### config.mk
export PLATFORM = sky130hd
export DESIGN_NAME = fetch_miinst_queue
export DESIGN_NICKNAME = d
export VERILOG_FILES = /design/src/rtl/fetch_miinst_queue_pkg.sv /design/src/rtl/fetch_miinst_queue_ptr_ctrl.sv /design/src/rtl/fetch_miinst_queue.sv
export SDC_FILE = /design/constraint.sdc
export NUM_CORES = 1
export LEC_CHECK = 0
export ABC_AREA = 0
export CAP_MARGIN = 20
export CORE_UTILIZATION = 53
export DETAILED_ROUTE_END_ITERATION = 16
export PLACE_DENSITY = 0.78
export SYNTH_ARGS = -nofsm -noshare
export SYNTH_HDL_FRONTEND = slang
export SYNTH_SLANG_ARGS = --single-unit
### constraint.sdc
create_clock -name clk -period 9.5 [get_ports clk]
set_input_delay 1.9 -clock clk [delete_from_list [all_inputs] [get_ports clk]]
set_output_delay 1.9 -clock clk [all_outputs]
set_load 0.05 [all_outputs]
### src/rtl/fetch_miinst_queue_pkg.sv
// Shared definitions for the fetch micro-instruction queue: the micro-instruction
// record, its opcode enum, the NOP constant shown on an empty queue, and the
// default occupancy-counter type.
package common_params;

    localparam int MIQ_DEPTH = 8;
    localparam int MIQ_PTR_W = $clog2(MIQ_DEPTH);
    localparam int MIQ_CNT_W = MIQ_PTR_W + 1;

    // Occupancy counter for the default depth (packages cannot take parameters).
    typedef logic [MIQ_CNT_W-1:0] miq_cnt_t;

    typedef enum logic [3:0] {
        MIOP_NOP    = 4'd0,
        MIOP_ALU    = 4'd1,
        MIOP_LOAD   = 4'd2,
        MIOP_STORE  = 4'd3,
        MIOP_BRANCH = 4'd4
    } miop_t;

    typedef struct packed {
        miop_t       op;
        logic [4:0]  d;
        logic [4:0]  s;
        logic [4:0]  t;
        logic [15:0] imm;
        logic [3:0]  bmd;
        logic [31:0] pc;
    } miinst_t;

    localparam miinst_t MIINST_NOP = '{
        op:  MIOP_NOP,
        d:   5'd0,
        s:   5'd0,
        t:   5'd0,
        imm: 16'd0,
        bmd: 4'd0,
        pc:  32'd0
    };

endpackage

### src/rtl/fetch_miinst_queue_ptr_ctrl.sv
// Read/write pointer and occupancy bookkeeping for the micro-instruction queue.
// Pointers wrap silently; count alone tells full from empty. flush wins over
// push and pop and returns everything to zero on the next edge.
module miq_ptr_ctrl
    import common_params::*;
#(
    parameter int DEPTH = MIQ_DEPTH
) (
    input  logic                     clk,
    input  logic                     rstn,
    input  logic                     push,
    input  logic                     pop,
    input  logic                     flush,
    output logic [$clog2(DEPTH)-1:0] rd_ptr,
    output logic [$clog2(DEPTH)-1:0] wr_ptr,
    output logic [$clog2(DEPTH):0]   count,
    output logic                     full,
    output logic                     empty
);

    localparam int PTR_W = $clog2(DEPTH);
    localparam int CNT_W = PTR_W + 1;

    logic [PTR_W-1:0] rd_ptr_q, rd_ptr_d;
    logic [PTR_W-1:0] wr_ptr_q, wr_ptr_d;
    logic [CNT_W-1:0] count_q, count_d;

    // Next-state: flush clears, otherwise advance pointers and adjust occupancy.
    always_comb begin
        // NOTE: every always_comb output gets a default first so no path can infer a latch.
        rd_ptr_d = rd_ptr_q;
        wr_ptr_d = wr_ptr_q;
        count_d  = count_q;
        if (flush) begin
            rd_ptr_d = '0;
            wr_ptr_d = '0;
            count_d  = '0;
        end else begin
            if (push) wr_ptr_d = wr_ptr_q + PTR_W'(1);
            if (pop)  rd_ptr_d = rd_ptr_q + PTR_W'(1);
            count_d = count_q + CNT_W'(push) - CNT_W'(pop);
        end
    end

    // State registers with asynchronous reset to an empty queue.
    always_ff @(posedge clk or negedge rstn) begin
        if (!rstn) begin
            rd_ptr_q <= '0;
            wr_ptr_q <= '0;
            count_q  <= '0;
        end else begin
            // NOTE: non-blocking assignments so every flop samples pre-edge values.
            rd_ptr_q <= rd_ptr_d;
            wr_ptr_q <= wr_ptr_d;
            count_q  <= count_d;
        end
    end

    assign rd_ptr = rd_ptr_q;
    assign wr_ptr = wr_ptr_q;
    assign count  = count_q;
    assign full   = (count_q == CNT_W'(DEPTH));
    assign empty  = (count_q == '0);

endmodule

### src/rtl/fetch_miinst_queue.sv
// Elastic FIFO of micro-instructions between translate/rename and decode.
// The oldest entry is presented on deq_miinst_head, or MIINST_NOP when empty.
// enq_ready depends only on occupancy, keeping the front-end path loop-free.
// Optional feature: define MIQ_BYPASS_EN for a zero-latency empty-queue bypass;
// without it, head comes purely from storage (push-to-head latency of 1 cycle).
module fetch_miinst_queue
    import common_params::*;
#(
    parameter int DEPTH = MIQ_DEPTH
) (
    input  logic                   clk,
    input  logic                   rstn,
    input  miinst_t                enq_miinst,
    input  logic                   enq_valid,
    output logic                   enq_ready,
    output miinst_t                deq_miinst_head,
    output logic                   deq_valid,
    input  logic                   stall,
    input  logic                   flush,
    output logic [$clog2(DEPTH):0] count
);

    localparam int PTR_W = $clog2(DEPTH);

    logic [PTR_W-1:0] rd_ptr;
    logic [PTR_W-1:0] wr_ptr;
    logic             full;
    logic             empty;
    logic             push;
    logic             pop;
    logic             byp_hit;

    miinst_t mem_q [DEPTH];

    miq_ptr_ctrl #(
        .DEPTH (DEPTH)
    ) u_ptr_ctrl (
        .clk    (clk),
        .rstn   (rstn),
        .push   (push),
        .pop    (pop),
        .flush  (flush),
        .rd_ptr (rd_ptr),
        .wr_ptr (wr_ptr),
        .count  (count),
        .full   (full),
        .empty  (empty)
    );

    assign enq_ready = ~full;

    // Handshake decode and head selection (storage, bypass, or NOP).
    always_comb begin
        byp_hit         = 1'b0;
        push            = enq_valid & ~full & ~flush;
        pop             = ~empty & ~stall & ~flush;
        deq_valid       = ~empty;
        deq_miinst_head = empty ? MIINST_NOP : mem_q[rd_ptr];
`ifdef MIQ_BYPASS_EN
        byp_hit = empty & enq_valid & ~flush;
        if (byp_hit) begin
            deq_valid       = 1'b1;
            deq_miinst_head = enq_miinst;
            // Consumed straight from the input when decode is not holding.
            if (!stall) push = 1'b0;
        end
`endif
    end

    // Entry storage write on an accepted push.
    // NOTE: storage is deliberately not reset; count gates every read, so stale data is never visible.
    always_ff @(posedge clk) begin
        if (push) mem_q[wr_ptr] <= enq_miinst;
    end

endmodule

==> results of run 1 <==
power breakdown:
part / internal (mW) / switching (mW) / total (mW) / leakage (nW)
Combinational: 0.859 / 1.31 / 2.17 / 2.06
Sequential: 2.88 / 0.0861 / 2.97 / 5.26
Clock: 1.14 / 0.899 / 2.03 / 0.826
sequential cells by signal (all words and copies together), names as in the netlist:
signal,cells
u_ptr_ctrl.rd_ptr,3
u_ptr_ctrl.wr_ptr,3
u_ptr_ctrl.count,4
mem_q,568
metal layers:
layer  up-vias  GRT usage
met5         -          0
met4         6     0.0534
met3        65     0.0478
met2       334      0.329
met1      5325      0.294
li1       4294          -
worst min-delay path by stage:
stage / end / slack (ns) / cells past startpoint / startpoint
after detailed placement: u_ptr_ctrl.wr_ptr[1] / 0.67 / 2 / u_ptr_ctrl.wr_ptr[1]
final: u_ptr_ctrl.wr_ptr[1] / 0.68 / 2 / u_ptr_ctrl.wr_ptr[1]
after global routing: u_ptr_ctrl.wr_ptr[1] / 0.74 / 2 / u_ptr_ctrl.wr_ptr[1]
after floorplan: u_ptr_ctrl.wr_ptr[1] / 0.59 / 2 / u_ptr_ctrl.wr_ptr[1]
after global placement: u_ptr_ctrl.wr_ptr[1] / 0.65 / 2 / u_ptr_ctrl.wr_ptr[1]
after CTS: u_ptr_ctrl.wr_ptr[1] / 0.68 / 2 / u_ptr_ctrl.wr_ptr[1]
worst max-delay path, cell delays in order, from the launching register on:
cell and delay (ns):
dfrtp_4 1.07, buf_4 0.94, mux4_2 0.42, a22o_1 0.31, clkdlybuf4s50_1 0.73
cell families (layout without fill, tap and decap cells):
| group | after synthesis | after routing |
|---|---|---|
| mux | 145 | 145 |
| compound gates | 81 | 81 |
| fa+ha+maj | 9 | 9 |
| flops | 578 | 578 |
| xor+xnor | 1 | 1 |
| simple gates | 35 | 35 |
| buf+inv | 59 | 284 |
Yosys cell counts, drive strengths merged (2+ instances only):
master  instances  share of area
ha              8         0.0046
mux4          142           0.15
mux2            3         0.0015
nor4            3        0.00085
o21ai           4        0.00091
inv            10         0.0017
nand2b          2        0.00057
a21oi           5         0.0011
or3             2        0.00057
nor3b           2         0.0012
a22o           71          0.028
nor3            2        0.00046
clkbuf         16         0.0027
nor2           10         0.0017
buf            33          0.013
nand3           4        0.00091
edfxtp        568           0.78
dfrtp          10          0.011
nand2           2        0.00034
nor2b           5         0.0014
layout by cell type, fill, tap and decap left out, types with 9 or more instances in the layout:
cell	count
edfxtp_1	568
clkdlybuf4s50_1	152
mux4_2	124
a22o_1	71
clkbuf_16	56
mux4_1	18
buf_4	17
clkinv_2	14
clkbuf_1	12
clkinv_1	12
inv_1	9
area by class of cell:
type	instances	area (um2)	area share
multi-input combinational	271	4370	0.170
sequential	578	17300	0.671
inverter	10	37.5	0.00145
clock buffer	68	1450	0.0561
clock inverter	34	233	0.00902
tap	532	666	0.0258
timing repair buffer	172	1730	0.0671
per-stage QoR:
stage	TNS, ns	hold WS, ns	instances	setup WS, ns
4_1_cts	0	0.683	1662	3.20
3_5_place_dp	0	0.672	1560	3.82
6_report	0	0.678	1665	3.39
5_1_grt	0	0.740	1665	3.13
2_1_floorplan	-68.15	0.593	908	-0.320
3_3_place_gp	0	0.646	1560	3.84
==> run summary, run 1 <==
Clk Latency, worst-skew pair: 0.60 ns
core area: 40900 um2
startpoint types: register
Design Area, Final: 25800 um2
clock-pin slew on the worst setup and hold paths: 0.06 ns
Slew @ Worst Pin: 1.10 ns
synth unique cells: 33
Tmin final: 6.11 ns
RR Startpoint: u_ptr_ctrl.count[2]
final core utilization: 0.630
Slew Viols, Final: 0
Pwr per Cell Area: 278 nW/um2
Critical Path End Type: output pin
LEAKAGE: 8.14 nW
largest net degree at the start of global routing: 74
DR pass1 iterations: 4
worst setup path end: deq_miinst_head[4]
die height: 206 um
crit path from: u_ptr_ctrl.rd_ptr[1]
Hold Buf Count CTS: 0
clk buf depth: 3
I/O Buffers: 152
cell count of the worst reg-to-reg path: 7
layout cells sized above 1: 0.211
compound-cell area share of the yosys netlist: 0.0307
initial core utilization: 0.537
number of setup buffers added after CTS: 0
highest net fanout along the worst path: 73
top layer in use: met5
TritonCTS buffer count: 55
EDFF count, synth: 568
setup slack, reg-to-reg: 6.04 ns
RSZ-0062 raised after global routing: false
diode count: 0
CP required: 7.60 ns
Post-DRT Antenna Nets: 0
fill cell count: 2706
combinational family with the most area after synthesis: multiplexers
Post-Syn Area: 22000 um2
Yosys reg bits: 578
peak supply drop: 0.264 mV
# setup viols final: 0
fmax: 164 MHz
simple-gate area share of the yosys netlist: 0.00910
Slew HR: 0.270
Routability Congestion: 0.711
Post-Syn Nets: 993
HPWL after DPL: 22.0 mm
Via density: 6.02
Initial DRC Count: 869
nets@finish: 1173
number of global-route vias before repair: 10500
reg2reg end: mem_q[3][68]
total number of H-tree levels: 2
Final period util: 0.643
adder and majority cell fraction of the synthesized area: 0.00546
fraction of registers with async set/reset: 0.0173
Vias: 10000
met2 WL: 21.2 mm
post-cts sizing count: 0
total power: 7.18 mW
wire length on met1: 18.0 mm
total track usage: 0.208
die width: 206 um
Hold Fails Final Rpt: 0
Worst Skew: 0.0222 ns
dpl cell area: 24000 um2
XOR/XNOR Fraction of Synth Area: 0.000398
critical path class: reg -> out
YS warnings: 0
gr ovfl total: 0
Ports: 153
first-pass GRT wire length: 63.9 mm
post-synthesis average cell area: 24.2 um2
max_cap viols: 0
initial antenna violation count: 3
total die area: 42300 um2
row cnt: 74
Area Overhead vs Synth: 17.3%
sequential share of the synthesized area: 0.787
commonest register cell after synthesis: edfxtp_1
CTS Root Cell: clkbuf_16
met3 WL post-DR: 2.85 mm
CTS tree: done
Hold Crit Class: reg -> reg
wire length per cell: 25.7 um
Syn Inst Count: 908
mux cell area share after synthesis: 0.150
status: completed
Worst EP arrival: 4.21 ns
DR DRC count: 0
Clock Sinks: 578
final WL: 42.7 mm
Note: power is estimated with default switching activity, not from simulation.
==> inputs of run 2 (changes only) <==
CORE_UTILIZATION = 54   (was 53)
PLACE_DENSITY = 0.76   (was 0.78)
clock period = 6 ns   (was 9.5 ns; I/O delays follow)
==> run 2 against run 1 <==
Net effect:
- critical endpoint unchanged
- largest power group unchanged
- non-clock buffer count rose by 2
- worst hold slack improved by 0.024 ns
- cell count fell by 0.12%
- combinational power rose by 61%
- power rose by 60%
- die area fell by 1.8%
- first-iteration DRC count fell by 11%
==> run summary, run 2 (synthesis results as in run 1) <==
status: completed (unchanged)
number of global-route vias before repair: 10600 (was 10500)
switching part of the total: 0.318 (was 0.320)
clk buf depth: 3 (unchanged)
row cnt: 73 (was 74)
Slew Viols, Final: 0 (unchanged)
Clk Latency, worst-skew pair: 0.61 ns (was 0.60 ns)
CTS tree: done (unchanged)
Routability Congestion: 0.705 (was 0.711)
HPWL after DPL: 22.7 mm (was 22.0 mm)
Comb pwr share: 0.303 (about the same)
Hold Crit Class: reg -> reg (unchanged)
peak supply drop: 0.261 mV (was 0.264 mV)
startpoint types: register (unchanged)
clock-pin slew on the worst setup and hold paths: 0.06 ns (about the same)
I/O Buffers: 152 (unchanged)
Slew HR: 0.274 (was 0.270)
Post-DRT Antenna Nets: 0 (unchanged)
die height: 204 um (was 206 um)
total power: 11.5 mW (was 7.18 mW)
core area: 39900 um2 (was 40900 um2)
Initial DRC Count: 774 (was 869)
highest net fanout along the worst path: 43 (was 73)
Top reg by flops: mem_q (unchanged)
Post-Layout Cell Count: 1663 (was 1665)
Ports: 153 (unchanged)
Worst EP arrival: 3.62 ns (was 4.21 ns)
gr ovfl total: 0 (unchanged)
critical path class: reg -> out (unchanged)
Via density: 5.98 (was 6.02)
Clock Sinks: 578 (unchanged)
Area Overhead vs Synth: 18.0% (was 17.3%)
total number of H-tree levels: 2 (unchanged)
Hold Fails Final Rpt: 0 (unchanged)
dpl cell area: 24200 um2 (was 24000 um2)
clock share of power: 0.291 (was 0.284)
largest net degree at the start of global routing: 72 (was 74)
total track usage: 0.215 (was 0.208)
Vias: 9947 (was 10000)
post-cts sizing count: 0 (unchanged)
fill cell count: 2524 (was 2706)
Tmin final: 4.82 ns
DR pass1 iterations: 5 (was 4)
Design Area, Final: 26000 um2 (was 25800 um2)
die width: 204 um (was 206 um)
Worst Min Path Start: u_ptr_ctrl.rd_ptr[2] (was u_ptr_ctrl.wr_ptr[1])
switching pwr: 3.66 mW (was 2.30 mW)
Final period util: 0.804
Inst Count DP: 1558 (was 1560)
fmax: 207 MHz
DR DRC count: 0 (unchanged)
CTS Root Cell: clkbuf_16 (unchanged)
layout cells sized above 1: 0.207 (was 0.211)
max_cap viols: 0 (unchanged)
TritonCTS buffer count: 55 (unchanged)
share of power burned in registers: 0.406 (was 0.414)
first-pass GRT wire length: 64.8 mm (was 63.9 mm)
wire length per cell: 25.9 um (was 25.7 um)
Int Power: 7.85 mW (was 4.88 mW)
total die area: 41500 um2 (was 42300 um2)
number of setup buffers added after CTS: 0 (unchanged)
Hold Buf Count CTS: 0 (unchanged)
# setup viols final: 0 (unchanged)
Final TNS setup: 0 ns (unchanged)
Slew @ Worst Pin: 1.09 ns (was 1.10 ns)
LEAKAGE: 8.17 nW (was 8.14 nW)
RR Startpoint: u_ptr_ctrl.count[2] (unchanged)
Pwr per Cell Area: 443 nW/um2 (was 278 nW/um2)
RSZ-0062 raised after global routing: false (unchanged)
max FFs per register: 568 (unchanged)
CP required: 4.80 ns (was 7.60 ns)
crit path from: u_ptr_ctrl.count[2] (was u_ptr_ctrl.rd_ptr[1])
initial core utilization: 0.551 (was 0.537)
final WL: 43.1 mm (was 42.7 mm)
initial antenna violation count: 5 (was 3)
Critical Path End Type: output pin (unchanged)
nets@finish: 1175 (was 1173)
Worst Skew: 0.0158 ns (was 0.0222 ns)
most frequent cells in the layout: edfxtp_1, clkdlybuf4s50_1, mux4_2 (unchanged)
leading cell type in the layout, fill and taps excluded: edfxtp_1 (unchanged)
## run 2: metrics by stage
step	hold WS (ns)	worst slack, ns	utilization
final	0.702	1.18	0.650
after global routing	0.726	1.03	0.650
after floorplan	0.605	-0.249	-
after global placement	0.668	1.81	0.606
after detailed placement	0.683	1.76	0.606
after CTS	0.701	1.10	0.650
## run 2: critical path, stage by stage (launching register included)
cell and delay (ns):
dfrtp_1 0.34, inv_1 0.08, ha_1 0.20, nor3b_4 0.17, nor2_4 0.77, buf_12 0.37
a22o_1 0.24, clkdlybuf4s50_1 0.84
## run 2: per-layer routing
metal | vias to the layer above | global-route usage | share of wire
met3 | 69 | 0.0418 | 0.057
met1 | 5249 | 0.286 | 0.41
met5 | - | 0 | 0.00072
met2 | 310 | 0.358 | 0.51
li1 | 4315 | - | -
met4 | 4 | 0.0757 | 0.022
## run 2: final cells by class
type                            instances  area, um2  area share
Timing Repair Buffer                  174       1790      0.0688
Clock buffer                           72       1460      0.0563
Antenna cell                            3       7.51    0.000289
Clock inverter                         30        280      0.0108
Inverter                               10       37.5     0.00145
Tap cell                              525        657      0.0253
Multi-Input combinational cell        271       4410       0.170
Sequential cell                       578      17300       0.667
## run 2: final timing paths
| path | end | slack (ns) | cells past startpoint |
|---|---|---|---|
| min in group asynchronous | u_ptr_ctrl.count[3] | 0.94 | 1 |
| min | u_ptr_ctrl.rd_ptr[2] | 0.70 | 2 |
| max reg2reg | mem_q[4][31] | 3.07 | 7 |
| max in group asynchronous | u_ptr_ctrl.rd_ptr[0] | 4.67 | 1 |
| min reg2reg | u_ptr_ctrl.rd_ptr[2] | 0.70 | 2 |
| max | deq_miinst_head[4] | 1.18 | 7 |
## run 2: power by group through the flow
stage                     sequential [mW]  combinational (mW)  clock, mW
after floorplan                      4.73                2.47          0
after global placement               4.76                3.48          0
after detailed placement             4.76                3.51          0
after CTS                            4.68                3.54       3.40
after global routing                 4.69                3.65       3.55
final                                4.67                3.49       3.35
